## src/rtl/prog_loader.sv

```systemverilog
// Program loader: streams 9-bit instruction words into instruction memory, holds the
// core in reset while loading, then runs it and records the cycle count to done.
// Optional run watchdog: define PROG_LOADER_TIMEOUT_EN.
module prog_loader #(
  parameter int IW      = 9,
  parameter int AW      = 12,
  parameter int CW      = 16,
  parameter int TIMEOUT = 4000
) (
  input  logic          clk,
  input  logic          reset,
  input  logic          start,
  input  logic          in_valid,
  input  logic [IW-1:0] in_data,
  input  logic          in_last,
  output logic          in_ready,
  output logic          im_we,
  output logic [AW-1:0] im_addr,
  output logic [IW-1:0] im_wdata,
  output logic          core_reset,
  input  logic          core_done,
  output logic          busy,
  output logic          finished,
  output logic          timed_out,
  output logic [CW-1:0] cycles,
  output logic [AW-1:0] word_count
);

  typedef enum logic [2:0] {
    IDLE,
    LOAD,
    RELEASE,
    RUN,
    FINISH
  } state_t;

  state_t state, next_state;

  logic xfer;
  logic wc_max;
  logic clear;
  logic to_hit;

  assign in_ready   = (state == LOAD);
  assign xfer       = in_valid && in_ready;
  assign wc_max     = &word_count;
  assign clear      = start && ((state == IDLE) || (state == FINISH));
  assign core_reset = (state != RUN);
  assign busy       = (state == LOAD) || (state == RELEASE) || (state == RUN);
  assign finished   = (state == FINISH);

`ifdef PROG_LOADER_TIMEOUT_EN
  // core_done has priority over the watchdog when both land in the same cycle
  assign to_hit = (state == RUN) && !core_done && (cycles == CW'(TIMEOUT));

  always_ff @(posedge clk) begin
    if (reset) begin
      timed_out <= 1'b0;
    end else if (clear) begin
      timed_out <= 1'b0;
    end else if (to_hit) begin
      timed_out <= 1'b1;
    end
  end
`else
  logic unused_timeout;

  assign to_hit         = 1'b0;
  assign timed_out      = 1'b0;
  assign unused_timeout = ^(32'(TIMEOUT));
`endif

  always_ff @(posedge clk) begin
    if (reset) begin
      state <= IDLE;
    end else begin
      state <= next_state;
    end
  end

  always_comb begin
    next_state = state;
    case (state)
      IDLE:    if (start) next_state = LOAD;
      LOAD:    if (xfer && (in_last || wc_max)) next_state = RELEASE;
      RELEASE: next_state = RUN;
      RUN:     if (core_done || to_hit) next_state = FINISH;
      FINISH:  if (start) next_state = LOAD;
      default: next_state = IDLE;
    endcase
  end

  always_ff @(posedge clk) begin
    if (reset) begin
      im_we      <= 1'b0;
      im_addr    <= '0;
      im_wdata   <= '0;
      word_count <= '0;
      cycles     <= '0;
    end else begin
      im_we <= 1'b0;
      if (clear) begin
        word_count <= '0;
        cycles     <= '0;
      end
      // word_count sticks at the top address; the transfer there ends the load
      if (xfer) begin
        im_we    <= 1'b1;
        im_addr  <= word_count;
        im_wdata <= in_data;
        if (!wc_max) begin
          word_count <= word_count + 1'b1;
        end
      end
      if ((state == RUN) && !core_done && !to_hit && !(&cycles)) begin
        cycles <= cycles + 1'b1;
      end
    end
  end

endmodule

```

## config.mk

```make
export PLATFORM = sky130hd
export DESIGN_NAME = prog_loader
export DESIGN_NICKNAME = d
export VERILOG_FILES = /design/src/rtl/prog_loader.sv
export SDC_FILE = /design/constraint.sdc
export NUM_CORES = 1
export LEC_CHECK = 0
export BUFFER_PORTS_ARGS = -buffer_cell sky130_fd_sc_hd__buf_2
export CAP_MARGIN = 25
export CELL_PAD_IN_SITES_DETAIL_PLACEMENT = 0
export CELL_PAD_IN_SITES_GLOBAL_PLACEMENT = 2
export CORE_MARGIN = 5
export CORE_UTILIZATION = 25
export CTS_CLUSTER_DIAMETER = 120
export DETAILED_ROUTE_END_ITERATION = 10
export PLACE_DENSITY = 0.71
export REMOVE_ABC_BUFFERS = 1
export SKIP_LAST_GASP = 1
export SYNTH_ARGS = -nofsm -noshare
export SYNTH_HDL_FRONTEND = slang
export SYNTH_SLANG_ARGS = --single-unit
```

## constraint.sdc

```tcl
create_clock -name clk -period 2.2 [get_ports clk]
set_clock_uncertainty 0.1 [all_clocks]
set_input_delay 0.44 -clock clk [delete_from_list [all_inputs] [get_ports clk]]
set_output_delay 0.44 -clock clk [all_outputs]
set_load 0.01 [all_outputs]
```

# --- After elaboration in Yosys (flattened, before gate mapping) ---
# Index checks and enable logic that the tools add are counted.
op_classes:
  n_addsub: 2
  n_eq_ne: 8
  mux: 10
  n_reduce_logical: 17
ops:
  columns: ["op", "count"]
  rows:
  - ["$mux 12", 3]
  - ["$mux 16", 2]
  - ["$add 16x1->16 const B", 1]
  - ["$reduce_and 16->1", 1]
  - ["$add 12x1->12 const B", 1]
  - ["$pmux 3 s4", 1]
  - ["$reduce_and 12->1", 1]
  - ["$mux 3", 3]
  - ["$eq 3x2->1 const B", 2]
  - ["$logic_and 1x1->1", 5]
  - ["$logic_or 1x1->1", 4]
  - ["$ne 2x1->1 const B", 2]
  - ["$eq 3x1->1 const B", 1]
  - ["$eq 3x3->1 const B", 1]
  - ["$logic_not 3->1", 1]
  - ["$ne 3x2->1 const B", 1]
  - ["$reduce_and 3->1", 1]
  - ["$logic_not 1->1", 2]
  - ["$ne 2x2->1 const B", 1]
  - ["$reduce_bool 2->1", 1]
  - ["$reduce_or 2->1", 1]
  - ["$mux 1", 1]
word_totals:
  wordCells: 43
  in_bits: 15
  reg_bits: 53
  out_inout_bits: 55

# --- Logic depth before layout (Yosys ltp) ---
# Gate-level depths: netlist (run 1).
logic_depth:
  word_depth: 6
  mapped_depth: 7
  mapped_depth_nobuf: 6

# --- Worst setup path after synthesis (run 1) ---
# OpenSTA, ideal clock, no wires.
synth_timing:
  path_kind: "reg2reg"
  startpoint: "register cycles[0]"
  endpoint: "register cycles[7]"
  required_time_ns: 1.986
  n_path_buf: 1
  period_less_slack_ns: 1.987
  arrival_time_ns: 1.773
  setup_ns: 0.114
  setup_slack_ns: 0.213
  path_stages_with_launch: 8
  cell_sequence: "dfxtp_1 -> ha_1 -> nand4_2 -> nor4_4 -> a21o_2 -> buf_6 -> o22ai_1 -> a21o_1"
synth_between:
  elab_chain_len: 4
  word_cells_on_any_way: 6
  classes_between: "add/sub (1); mux (1); reduce/logical (4)"
synth_rtl:
  columns: ["element", "line_no", "text"]
  rows:
  - ["from (decl)", "25", "output logic [CW-1:0] cycles,"]
  - ["from (signal assigned)", "116", "cycles <= cycles + 1'b1;"]
  - ["branches (longest 4 deep; another with $add 16x1->16)", null, null]
# Several ways; the timed one is not identified.
# A chain may end at the register's enable or synchronous reset.

# --- Worst setup path after layout (run 1) ---
layout_timing:
  startpoint: "register cycles[1]"
  endpoint: "register cycles[7]"
# The elaborated chain is that of the path after synthesis.

==> results.md, run 1 <==
- Worst Path Arrival: approximately 2.2 ns
- Root Buffer: clkbuf_8
- Avg WL per Cell: 13.2 um
- Grt total ovfl: 0
- Drt drc: 0
- Slowest stage delay, CP: 0.40 ns
- Fmax: around 500 MHz
- Post-Syn Instances: 305
- Die Y: between 100 and 150 um
- Crit path capture type: register
- Fraction of layout cells with a size suffix above 1: 0.276
- Final instance area: 0.00312 mm^2
- Count of final max-slew check failures: 0
- Iter 0 DRT Violations: 109
- Synth Area per Inst: 8.10 um^2
- Synth unique cells: 54
- Total wire length: 6.80 mm
- Max cap viols: 0
- CTS Buffer Depth: 2
- Tot Pwr: 1.77 mW
- Nets: 397
- Worst Path Max Fanout: 14
- Initial Utilization: 0.254
- Worst path bufs/invs: 0
- Top FF cell, synth: dfxtp_1
- Worst skew pair latency: 0.31 ns
- Antenna violations before repair: 0
- Yosys top cell area share: 0.429
- Post-route minimum period: 2.04 ns
- Largest net degree at the start of global routing: 25
- DP Cell Count: 506
- Dominant cells by area after synthesis: dfxtp_1 (43%), nand2_1 (9.6%), a21oi_1 (7.3%)
- # IOs: 70
- Ys Warns: 0
- Cell Area, Synth: 0.00247 mm^2
- Setup Viol. Count Final: 0
- Vias per Instance: ~4.5
- Number of CTS-inserted buffers: 5
- Routed Antenna Nets: 0
- CTS sink count: 53
- Rows: 36
- Hold Buf Count CTS: 0
- Die width: 109 um
- Worst hold slack: 0.250 ns
- Critical path's slowest cell: dfxtp_1
- GPL Wtd Cong: 0.774
- Drt first pass iters: 4
- H-tree Lvls: 2
- Most frequent cells in the layout: buf_2 (68), nand2_1 (63), dfxtp_1 (53), a21oi_1 (36), nor2_1 (19)
- Worst Setup Start Kind: register
- Period utilisation layout: 0.927
- Total GRT Usage: 0.116
- Crit-path cells: ha_1 -> nand4_2 -> nor4_4 -> a21o_2 -> o22ai_1 -> a21o_1
- CTS tree: done
- Maximum VDD drop: approximately 0.22 mV
- Top delay family on crit path: compound AO/OA/AOI/OAI gates
- Setup Buffers After CTS: 0
- Area Growth Syn to Fin: 26.2%
- Via count: 2,336
- First-pass GRT wire length: 11.2 mm
- Register area share after synthesis: 0.429
- PwrDens: 568 mW/mm^2
- Crit Path Class: reg -> reg
- Final Hold Vio Count: 0
- RSZ-0062 raised after global routing: false
- Placed cell areas: 0.00302 mm^2
- Number of diodes: 0
- I/O Buffers: 68
- Status: complete, no violations
- PostCTS Resize Cnt: 0
- Worst-path clk slew: 0.10 ns
- Filler cell count: 1,069
- Commonest non-fill, non-tap cell in the layout: buf_2
- Core ar.: roughly 0.0097 mm^2
- Critical Path RT: approximately 2.3 ns
- Fraction of registers with async set/reset: 0
- Post-synth EDFFs: 0
- Vias in the first global route: 2,282
- Pleak: 1.27 nW
- DIE AREA: 0.0120 mm^2
- Final Non-Filler Cells: 514
- Final HPWL DP: 5.01 mm
- Leading area contributor after synthesis: dfxtp_1
- #FFs+latches synth: 53
- Hold Crit Class: in -> reg
==> routing by layer <==
| metal | track usage | up-vias | wire length (um) |
|---|---|---|---|
| li1 | - | 1213 | - |
| met1 | 0.148 | 1055 | 3140 |
| met2 | 0.195 | 61 | 3090 |
| met3 | 0.0323 | 7 | 491 |
| met4 | 0.0303 | 0 | 76 |
| met5 | 0 | - | 0 |
==> report_power, final <==
part	total [mW]	switching (mW)	internal (mW)
sequential	0.988	0.0140	0.974
combinational	0.183	0.108	0.0758
clock	0.600	0.343	0.256
total	1.77	0.465	1.31
==> logic make-up (layout without fill, tap and decap cells) <==
group           count (synthesis)  after routing  synth area share
other cells                     1              1           0.00152
compound gates                 69             69             0.170
flops                          53             53             0.429
fa+ha+maj                       2              2            0.0101
buf+inv                        25            101            0.0516
xor+xnor                       10             10            0.0354
simple gates                  144            144             0.298
mux                             1              1           0.00405
==> layout make-up <==
cell class | count | area [um^2] | area share
well taps | 133 | 166 | 0.0533
repair buffers | 85 | 468 | 0.150
flip-flops and latches | 53 | 1060 | 0.340
clock inverters | 2 | 13.8 | 0.00441
inverters | 8 | 30.0 | 0.00963
multi-input cells | 227 | 1300 | 0.416
clock buffers | 6 | 82.6 | 0.0265
==> per-stage QoR <==
step | TNS [ns] | setup slack, ns | utilization
global route | 0 | 0.0169 | 0.321
floorplan | -18.09 | -1.10 | -
finish | 0 | 0.162 | 0.321
detailed placement | 0 | 0.169 | 0.311
CTS | 0 | 0.143 | 0.321
global placement | 0 | 0.233 | 0.311
==> synthesized netlist by cell type (all sizes together) (2+ instances only) <==
cell type,count
o211ai,2
o21ai,13
dfxtp,53
o311ai,3
or3b,2
nor3,7
or3,4
and3,3
buf,8
xnor2,4
nand4,5
and2,3
xor2,6
nor4,6
or2,4
inv,8
nand2,63
clkbuf,9
ha,2
nand2b,3
a21o,4
a21oi,37
nand4bb,2
nand3,16
nor2,19
a211oi,2
nand3b,2
==> path summary, 6_finish.rpt <==
check                     startpoint                        to  slack (ns)  cells past startpoint
max           cycles[1]$_SDFFE_PP0P_    cycles[7]$_SDFFE_PP0P_        0.16                      6
max reg2reg   cycles[1]$_SDFFE_PP0P_    cycles[7]$_SDFFE_PP0P_        0.16                      6
min                       in_data[2]  im_wdata[2]$_SDFFE_PP0P_        0.25                      3
min reg2reg  im_addr[1]$_SDFFE_PP0P_   im_addr[1]$_SDFFE_PP0P_        0.36                      2
==> state kept, by name (all words and copies together) (netlist names) <==
| register | flops |
|---|---|
| im_we | 1 |
| im_wdata | 9 |
| state | 3 |
| cycles | 16 |
| im_addr | 12 |
| word_count | 12 |
==> tightest hold or removal path: cells and delay by family <==
family	cells	cell delay, ns
compound gates	1	0.05
buf+inv	1	0.09
simple gates	1	0.04
Note: power is estimated with default switching activity, not from simulation.
==> run 2: changes to the inputs <==
--- a/config.mk
+++ b/config.mk
@@ -5,16 +5,17 @@
 export SDC_FILE = /design/constraint.sdc
 export NUM_CORES = 1
 export LEC_CHECK = 0
+export ABC_AREA = 1
 export BUFFER_PORTS_ARGS = -buffer_cell sky130_fd_sc_hd__buf_2
 export CAP_MARGIN = 25
 export CELL_PAD_IN_SITES_DETAIL_PLACEMENT = 0
 export CELL_PAD_IN_SITES_GLOBAL_PLACEMENT = 2
-export CORE_MARGIN = 5
 export CORE_UTILIZATION = 25
 export CTS_CLUSTER_DIAMETER = 120
 export DETAILED_ROUTE_END_ITERATION = 10
-export PLACE_DENSITY = 0.71
+export PLACE_DENSITY = 0.72
 export REMOVE_ABC_BUFFERS = 1
+export SETUP_SLACK_MARGIN = 0.4
 export SKIP_LAST_GASP = 1
 export SYNTH_ARGS = -nofsm -noshare
 export SYNTH_HDL_FRONTEND = slang
==> run 2 against run 1 <==
Clock-buffer cell count fell by 1. Synthesized area increased by 12%. Routed wire length rose by 15%. Power increased by 36%. Register-to-register slack gained 0.35 ns. Clock power grew 17%. Worst setup slack improved by 0.32 ns. Critical path type is now reg -> out. Highest routed layer unchanged.
==> results.md, run 2 <==
- Die Y: roughly 110 um
- Yosys top cell area share: 0.384
- Fraction of layout cells with a size suffix above 1: 0.314
- Count of final max-slew check failures: 0
- Switching Fraction: 0.342
- Net Sw Power: 0.822 mW
- FF-to-FF setup slack: 0.51 ns
- CTS tree: done
- Top cells by count, synth: nand2_1 (66), nor2_1 (54), dfxtp_1 (53)
- Root Buffer: clkbuf_8
- Number of CTS-inserted buffers: 5
- Fraction of registers with async set/reset: 0
- Reg area: 0.00106 mm^2
- Ys Warns: 0
- Area Growth Syn to Fin: 25.0%
- Grt total ovfl: 0
- CTS sink count: 53
- Die width: 107 um
- First-pass GRT wire length: ~13 mm
- PwrDens: just under 700 mW/mm^2
- Worst Setup Start Kind: register
- Via count: 2,648
- Total wire length: 7.83 mm
- Crit Path Class: reg -> out
- Cell Area, Synth: 0.00276 mm^2
- Initial Utilization: 0.263
- Commonest non-fill, non-tap cell in the layout: buf_2
- Final HPWL DP: 5.52 mm
- Int Pwr: 1.58 mW
- Register area share after synthesis: 0.384
- Max cap viols: 0
- RSZ-0062 raised after global routing: true
- Crit path capture type: output port
- Top FF cell, synth: dfxtp_1
- Rows: 37
- Post-synth EDFFs: 0
- Core ar.: 0.0105 mm^2
- Worst Path Max Fanout: 5
- Filler cell count: between 1,000 and 1,500
- Setup Viol. Count Final: 0
- # IOs: 70
- Drt drc: 0
- H-tree Lvls: 2
- Maximum VDD drop: about 0.32 mV
- GPL Wtd Cong: 0.752
- Pleak: 1.48 nW
- Critical Path RT: 1.66 ns
- Drt first pass iters: 4
- Fmax: 582 MHz
- Post-route minimum period: ~1.7 ns
- Vias per Instance: 4.47
- Period utilisation layout: 0.781
- Iter 0 DRT Violations: approximately 110
- Synth Area per Inst: 7.21 um^2
- Vias in the first global route: 2,507
- Synth unique cells: 36
- Multi-input logic area: 0.00151 mm^2
- #FFs+latches synth: 53
- Seq pwr share: 0.457
- Largest regs: cycles x16, im_addr x12, word_count x12
- Hold Buf Count CTS: 0
- Tot Pwr: between 2 and 2.5 mW
- Top-count cell post-synth: nand2_1
- Worst Path Arrival: 1.18 ns
- Largest Register: cycles
- Status: complete, no violations
- Largest net degree at the start of global routing: 25
- I/O Buffers: 68
- Clock group share of total power: 0.292
- Final Hold Vio Count: 0
- Comb pwr share: 0.251
- Hold Crit Class: in -> reg
- Dpl ws: between 0.1 and 0.15 ns
- Post-Syn Instances: between 300 and 400
- Final TNS setup: 0 ns
- Total GRT Usage: 0.140
- Most frequent cells in the layout: buf_2 (68), nand2_1 (64), nor2_1 (53), dfxtp_1 (50), nand3_1 (43)
- Number of diodes: 0
- DIE AREA: 0.0115 mm^2
- Leading area contributor after synthesis: dfxtp_1
- Nets: between 400 and 500
- CTS Buffer Depth: 2
- Max reg flops: 16
- Dominant cells by area after synthesis: dfxtp_1 (38%), nand2_1 (9.0%), nand3_1 (7.8%)
- Antenna violations before repair: 0
- Final worst slack: just under 0.5 ns
- Worst-path clk slew: 0.11 ns
- Worst skew pair latency: 0.32 ns
- Routed Antenna Nets: 0
- Avg WL per Cell: about 13 um
==> run 2: layout make-up <==
type,count,area share
flip-flops and latches,53,0.309
inverters,37,0.0410
clock buffers,5,0.0199
multi-input cells,277,0.437
repair buffers,82,0.133
well taps,136,0.0493
clock inverters,2,0.0112
==> run 2: stage by stage <==
stage	area, um^2	util	hold slack (ns)	cells
6_report	3450	0.328	0.241	592
5_1_grt	3450	0.328	0.234	592
4_1_cts	3400	0.324	0.230	590
3_5_place_dp	3280	0.312	0.356	583
3_3_place_gp	3280	0.312	0.352	583
2_1_floorplan	2660	-	0.380	367
==> run 2: repair_timing <==
action / 4_1_cts / 5_1_grt
pin swaps: 0 / 2
setup endpoints to repair: 14 / 24
resized for setup: 6 / 7
buffers inserted: 0 / 2
==> run 2: final timing paths <==
| check | from | end | depth (start not counted) |
|---|---|---|---|
| setup / recovery | state[1]$_SDFFE_PP0P_ | in_ready | 4 |
| hold / removal | in_data[5] | im_wdata[5]$_SDFFE_PP0P_ | 3 |
| setup reg to reg | state[1]$_SDFFE_PP0P_ | word_count[8]$_SDFF_PP0_ | 7 |
| hold reg to reg | im_addr[4]$_SDFFE_PP0P_ | im_addr[4]$_SDFFE_PP0P_ | 2 |
==> run 2: critical path, cell delays in order (launching register included) <==
cell     delay [ns]
dfxtp_1        0.45
inv_1          0.09
nand3_2        0.13
inv_1          0.07
buf_2          0.14
==> run 2: power groups by stage <==
stage	logic [mW]	registers, mW	clock network (mW)
2_1_floorplan	0.329	1.14	0
3_3_place_gp	0.601	1.12	0
3_5_place_dp	0.602	1.12	0
4_1_cts	0.612	1.10	0.727
5_1_grt	0.682	1.11	0.758
6_report	0.604	1.10	0.701
==> run 2: routing by layer <==
metal	GRT usage	vias up	wire length [um]
met5	0	-	0
met4	0.0411	0	104
met3	0.0298	8	388
met2	0.223	60	3560
met1	0.190	1194	3780
li1	-	1386	-
==> run 2: logic make-up after synthesis <==
kind of cell    after synthesis  synth area share
simple gates                206             0.365
compound gates               60             0.128
buf+inv                      53            0.0866
flops                        53             0.384
xor+xnor                      8            0.0254
fa+ha+maj                     2           0.00906
other cells                   1           0.00136
